### src/rtl/stencil_access_scheduler.sv
// Stencil cache access scheduler: arbitrates rasterizer pair-mode and bulk
// full-mode traffic onto the single cache port, and runs a full-cache clear.
//
//   state   | meaning
//   --------+---------------------------------------------------------------
//   S_IDLE  | normal arbitration between rasterizer and bulk requesters
//   S_CLEAR | clear sequencer owns the cache, one full-mode write per cycle
module stencil_access_scheduler #(
  parameter logic [14:0] CLEAR_LAST  = 15'h7FFF,
  parameter logic        CLEAR_VALUE = 1'b0
) (
  input  logic        clk,
  input  logic        rst,
  // rasterizer read
  input  logic        rast_rd_req,
  input  logic [14:0] rast_rd_adr,
  input  logic [2:0]  rast_rd_pair,
  input  logic [1:0]  rast_rd_sel,
  output logic        rast_rd_ack,
  output logic        rast_rd_valid,
  output logic [1:0]  rast_rd_value,
  // rasterizer write
  input  logic        rast_wr_req,
  input  logic [14:0] rast_wr_adr,
  input  logic [2:0]  rast_wr_pair,
  input  logic [1:0]  rast_wr_sel,
  input  logic [1:0]  rast_wr_value,
  output logic        rast_wr_ack,
  // bulk engine
  input  logic        bulk_req,
  input  logic        bulk_we,
  input  logic [14:0] bulk_adr,
  input  logic [15:0] bulk_wdata,
  input  logic [15:0] bulk_wmask,
  output logic        bulk_ack,
  output logic        bulk_rvalid,
  output logic [15:0] bulk_rdata,
  // clear sequencer
  input  logic        clear_start,
  output logic        clear_busy,
  output logic        clear_done,
  // cache port
  output logic        st_fullMode,
  output logic        st_writeSig,
  output logic [14:0] st_writeAdr,
  output logic [2:0]  st_writePair,
  output logic [1:0]  st_writeSelect,
  output logic [1:0]  st_writeValue,
  output logic [15:0] st_writeValue16,
  output logic [15:0] st_writeMask16,
  output logic        st_readSig,
  output logic [14:0] st_readAdr,
  output logic [2:0]  st_readPair,
  output logic [1:0]  st_readSelect,
  input  logic [15:0] st_readValue16,
  input  logic [1:0]  st_readValue
);

  typedef enum logic {S_IDLE, S_CLEAR} state_t;

  state_t      state_q, state_d;
  logic        rr_q, rr_d;            // 0: rasterizer wins next contended cycle
  logic [14:0] cnt_q, cnt_d;
  logic        ret_valid_q, ret_valid_d;
  logic        ret_bulk_q, ret_bulk_d; // side that owns the returning read
  logic        done_q, done_d;

  logic rast_any, rast_own, bulk_own, rd_conflict;

  // State, round-robin, clear counter and read-return registers.
  always_ff @(posedge clk or posedge rst) begin
    if (rst) begin
      state_q     <= S_IDLE;
      rr_q        <= 1'b0;
      cnt_q       <= '0;
      ret_valid_q <= 1'b0;
      ret_bulk_q  <= 1'b0;
      done_q      <= 1'b0;
    end else begin
      state_q     <= state_d;
      rr_q        <= rr_d;
      cnt_q       <= cnt_d;
      ret_valid_q <= ret_valid_d;
      ret_bulk_q  <= ret_bulk_d;
      done_q      <= done_d;
    end
  end

  // Owner selection, cache port drive, acks and next-state.
  always_comb begin
    state_d         = state_q;
    rr_d            = rr_q;
    cnt_d           = cnt_q;
    ret_valid_d     = 1'b0;
    ret_bulk_d      = ret_bulk_q;
    done_d          = 1'b0;
    rast_rd_ack     = 1'b0;
    rast_wr_ack     = 1'b0;
    bulk_ack        = 1'b0;
    clear_busy      = 1'b0;
    st_fullMode     = 1'b0;
    st_writeSig     = 1'b0;
    st_writeAdr     = '0;
    st_writePair    = '0;
    st_writeSelect  = '0;
    st_writeValue   = '0;
    st_writeValue16 = '0;
    st_writeMask16  = '0;
    st_readSig      = 1'b0;
    st_readAdr      = '0;
    st_readPair     = '0;
    st_readSelect   = '0;

    rast_any    = rast_rd_req | rast_wr_req;
    rast_own    = rast_any & (~bulk_req | ~rr_q);
    bulk_own    = bulk_req & (~rast_any | rr_q);
    // The cache cannot serve a read and a write of the same pair in one bank.
    rd_conflict = rast_wr_req & (rast_rd_adr[6] == rast_wr_adr[6]) &
                  (rast_rd_pair == rast_wr_pair);

    case (state_q)
      S_IDLE: begin
        if (!rst) begin
          if (rast_any && bulk_req) begin
            rr_d = rast_own; // hand priority to whoever lost this cycle
          end
          if (rast_own) begin
            if (rast_wr_req) begin
              rast_wr_ack    = 1'b1;
              st_writeSig    = 1'b1;
              st_writeAdr    = rast_wr_adr;
              st_writePair   = rast_wr_pair;
              st_writeSelect = rast_wr_sel;
              st_writeValue  = rast_wr_value;
            end
            if (rast_rd_req && !rd_conflict) begin
              rast_rd_ack   = 1'b1;
              st_readSig    = 1'b1;
              st_readAdr    = rast_rd_adr;
              st_readPair   = rast_rd_pair;
              st_readSelect = rast_rd_sel;
              ret_valid_d   = 1'b1;
              ret_bulk_d    = 1'b0;
            end
          end else if (bulk_own) begin
            bulk_ack    = 1'b1;
            st_fullMode = 1'b1;
            if (bulk_we) begin
              st_writeSig     = 1'b1;
              st_writeAdr     = bulk_adr;
              st_writeValue16 = bulk_wdata;
              st_writeMask16  = bulk_wmask;
            end else begin
              st_readSig  = 1'b1;
              st_readAdr  = bulk_adr;
              ret_valid_d = 1'b1;
              ret_bulk_d  = 1'b1;
            end
          end
          if (clear_start) begin
            state_d = S_CLEAR;
            cnt_d   = '0;
          end
        end
      end
      S_CLEAR: begin
        clear_busy      = 1'b1;
        st_fullMode     = 1'b1;
        st_writeSig     = 1'b1;
        st_writeAdr     = cnt_q;
        st_writeValue16 = {16{CLEAR_VALUE}};
        st_writeMask16  = 16'hFFFF;
        if (cnt_q == CLEAR_LAST) begin
          state_d = S_IDLE;
          cnt_d   = '0;
          done_d  = 1'b1;
        end else begin
          cnt_d = cnt_q + 15'd1;
        end
      end
      default: state_d = S_IDLE;
    endcase
  end

  // Read data is passed straight through from the cache in the return cycle.
  always_comb begin
    rast_rd_valid = ret_valid_q & ~ret_bulk_q;
    bulk_rvalid   = ret_valid_q & ret_bulk_q;
    rast_rd_value = rast_rd_valid ? st_readValue : 2'b00;
    bulk_rdata    = bulk_rvalid ? st_readValue16 : 16'h0000;
    clear_done    = done_q;
  end

endmodule

### config.mk
export PLATFORM = sky130hd
export DESIGN_NAME = stencil_access_scheduler
export DESIGN_NICKNAME = d
export VERILOG_FILES = /design/src/rtl/stencil_access_scheduler.sv
export SDC_FILE = /design/constraint.sdc
export NUM_CORES = 1
export LEC_CHECK = 0
export BUFFER_PORTS_ARGS = -buffer_cell sky130_fd_sc_hd__buf_2
export CAP_MARGIN = 0
export CORE_AREA = 2 2 84 86
export DETAILED_ROUTE_END_ITERATION = 8
export DIE_AREA = 0 0 86 88
export PLACE_DENSITY = 0.76
export SYNTH_ARGS = -nofsm -noshare
export SYNTH_HDL_FRONTEND = slang
export SYNTH_SLANG_ARGS = --single-unit
### constraint.sdc
create_clock -name clk -period 1.9 [get_ports clk]
set_input_delay 0.095 -clock clk [delete_from_list [all_inputs] [get_ports clk]]
set_output_delay 0.095 -clock clk [all_outputs]
set_load 0.05 [all_outputs]
==> results_dict.tcl <==
set metrics [dict create \
    h-tree-depth 1 \
    critPathKind "register to output port" \
    hp-class "primary input to register" \
    ys_async_sr_fraction_pct 100 \
    finalClockSkew_ps 1.04 \
    met2_usage_pct 40.1 \
    cts_sinks 20 \
    p_comb_share_pct 61.9 \
    crit_fanout 8 \
    holdWs_ps 181 \
    cts_tree "yes" \
    cts-root-buf "clkbuf_8" \
    port_buffers 215 \
    status "finished with violations" \
    arrival_ps 1960 \
    start_util_pct 31.6 \
    fp.dieH_microns 88 \
    leakage_nw 2.28 \
    grt_max_degree 24 \
    synthFlopType "dfrtp_1" \
    dp_hpwl_microns 7640 \
    powerDensity_mw_per_mm2 574 \
    cp-end-kind "output port" \
    p_sw_share_pct 47.2 \
    fin_ws_ps -159 \
    die_area_sq_mm 0.00757 \
    fin_cells 626 \
    layout_commonest_cell "buf_2" \
    hold_violations 0 \
    grt_usage_pct 23.9 \
    slew_viol_final 0 \
    met1_usage_pct 32.0 \
    ys_seq_area_share_pct 23.9 \
    yosysWarnings 0 \
    place_inst 613 \
    fin_crit_ps 2060 \
    clockBufferDepth 2 \
    routabilityCongestion 0.847 \
    cp_data_required_time_ps 1800 \
    placed_cell_area_sq_mm 0.00377 \
    intPower_mw 1.33 \
    grtUsageMet3_pct 4.24 \
    clk_pin_slew_ps 70 \
    post_synth.cell_area_avg_sq_um 6.72 \
    setup_viol 44 \
    ant_nets 0 \
    maxCapViolCount 0 \
    numCtsBuffers 3 \
    vdd_drop_max_v 0.000278 \
    syn2layout_area_growth_pct 110 \
    chipWidth_microns 86 \
    antenna_found_initial 0 \
    start_kind "register" \
    ys_types 40 \
    drive_gt1_share_pct 59.2 \
    overflow 0 \
    fill_cells 523 \
    nets 662 \
    busiest_layer "met2" \
    firstDrtPassIters 8 \
    slew_headroom_pct 30.5 \
    netlist_area_sq_mm 0.00210 \
    vias_per_cell 5.31 \
    clk-insertion-delay-late_ps 250 \
    power.switching_mw 1.19 \
    postCtsHoldBufs 0 \
    synthCells 312 \
    final_area_sq_mm 0.00439 \
    rsz0062_at_grt "true" \
    pwr-share-clk_pct 11.4 \
    tightest_slew_ps 1040 \
    max_freq_ghz 0.486 \
    wl_per_cell_microns 16.3 \
    via_count 3326 \
    core_sq_mm 0.00664 \
    grt_pass1_wl_microns 14300 \
    layout_common_cells "buf_2 (155), buf_6 (53), nand2_1 (43)" \
    ys_ff_latch 20 \
    drt_first_iter_violations 360 \
    synth_edf_count 0 \
    insertedDiodeCount 0 \
    pwr-share-seq_pct 26.8 \
    drc 0 \
    grt_pass1_vias 2890 \
    wirelength_microns 10200 \
    rows 30 \
    period_share_pct 108 \
    io_pins 216 \
    violations "negative setup slack" \
    syn_nets 427 \
]
-- critical path: stages (launching register included) --
cell	delay (ps)
dfrtp_1	370
nand2b_4	130
a21oi_2	50
a2111o_1	390
a31o_4	270
buf_12	170
nor3_4	130
buf_6	180
-- cell usage after synthesis, drive strengths merged, types with 2 or more instances --
master   n  area [sq um]
nor2    45           169
nand2   43           161
inv     27           101
a21oi   25           129
and2    25           156
o21ai   22           110
dfrtp   20           500
and3    16           100
a222oi  15           150
clkbuf  13          50.0
nor3    11          70.1
buf     10          60.1
nand3    7          35.0
nand4    5          37.5
a31oi    3          18.8
xnor2    3          26.3
a221o    2          20.0
and4     2          17.5
nor2b    2          12.5
nor4     2          12.5
xor2     2          17.5
-- final cells by class --
type / instances / area (sq um) / area share (%)
clock buffers: 4 / 45.0 / 1.03
inverters: 27 / 106 / 2.42
multi-input cells: 242 / 1790 / 40.8
flip-flops and latches: 20 / 502 / 11.4
well taps: 80 / 100 / 2.28
repair buffers: 253 / 1850 / 42.1
-- per-stage QoR --
step                total power [mW]  worst slack (ps)  setup TNS, ps  util [%]
floorplan                       1.52             -32.4           -248         -
global placement                2.00              94.0              0      56.7
detailed placement              2.03              61.9              0      56.7
CTS                             2.39              -150          -2480      61.6
global route                    2.66              -219          -7620      66.1
finish                          2.52              -159          -3560      66.1
-- sequential cells by signal, indices dropped and copies added (netlist names) --
register and cells:
state_q 1, ret_valid_q 1, rr_q 1, ret_bulk_q 1, clear_done 1, cnt_q 15
-- power groups by stage --
stage	clock network [mW]	logic, mW	registers (mW)
floorplan	0	0.877	0.644
global placement	0	1.34	0.661
detailed placement	0	1.36	0.668
CTS	0.293	1.44	0.659
global route	0.311	1.66	0.690
finish	0.286	1.56	0.675
-- logic make-up after synthesis --
| group | share of synthesized area (%) |
|---|---|
| XOR/XNOR | 2.09 |
| adder cells (fa/ha/maj) | 0.597 |
| multiplexers | 0.716 |
| buffers and inverters | 10.1 |
| AND/OR/NAND/NOR | 38.1 |
| AO/OA/AOI/OAI | 24.5 |
| flip-flops | 23.9 |
-- per-layer routing --
| layer | share of wire [%] | vias to the layer above |
|---|---|---|
| li1 | - | 1558 |
| met1 | 39 | 1576 |
| met2 | 52 | 181 |
| met3 | 7.7 | 11 |
| met4 | 1.1 | 0 |
| met5 | 0 | - |
-- path summary, 6_finish.rpt --
| kind | start | end | slack [ps] | cells after the start |
|---|---|---|---|---|
| setup reg to reg | rr_q | ret_bulk_q | 90 | 6 |
| hold reg to reg | cnt_q[11] | cnt_q[11] | 550 | 1 |
| setup / recovery | rr_q | st_readPair[2] | -160 | 7 |
| min in group asynchronous | rst | cnt_q[6] | 190 | 4 |
| max in group asynchronous | rst | state_q | 1490 | 4 |
| hold / removal | bulk_req | rr_q | 180 | 3 |
-- repair_timing --
action	4_1_cts	5_1_grt
pin swaps	3	6
cloned	1	3
setup buffers	1	4
setup endpoints to repair	70	76
endpoints found under the hold margin	0	0
resized for setup	77	75
Power figures use the tool's default switching activity.
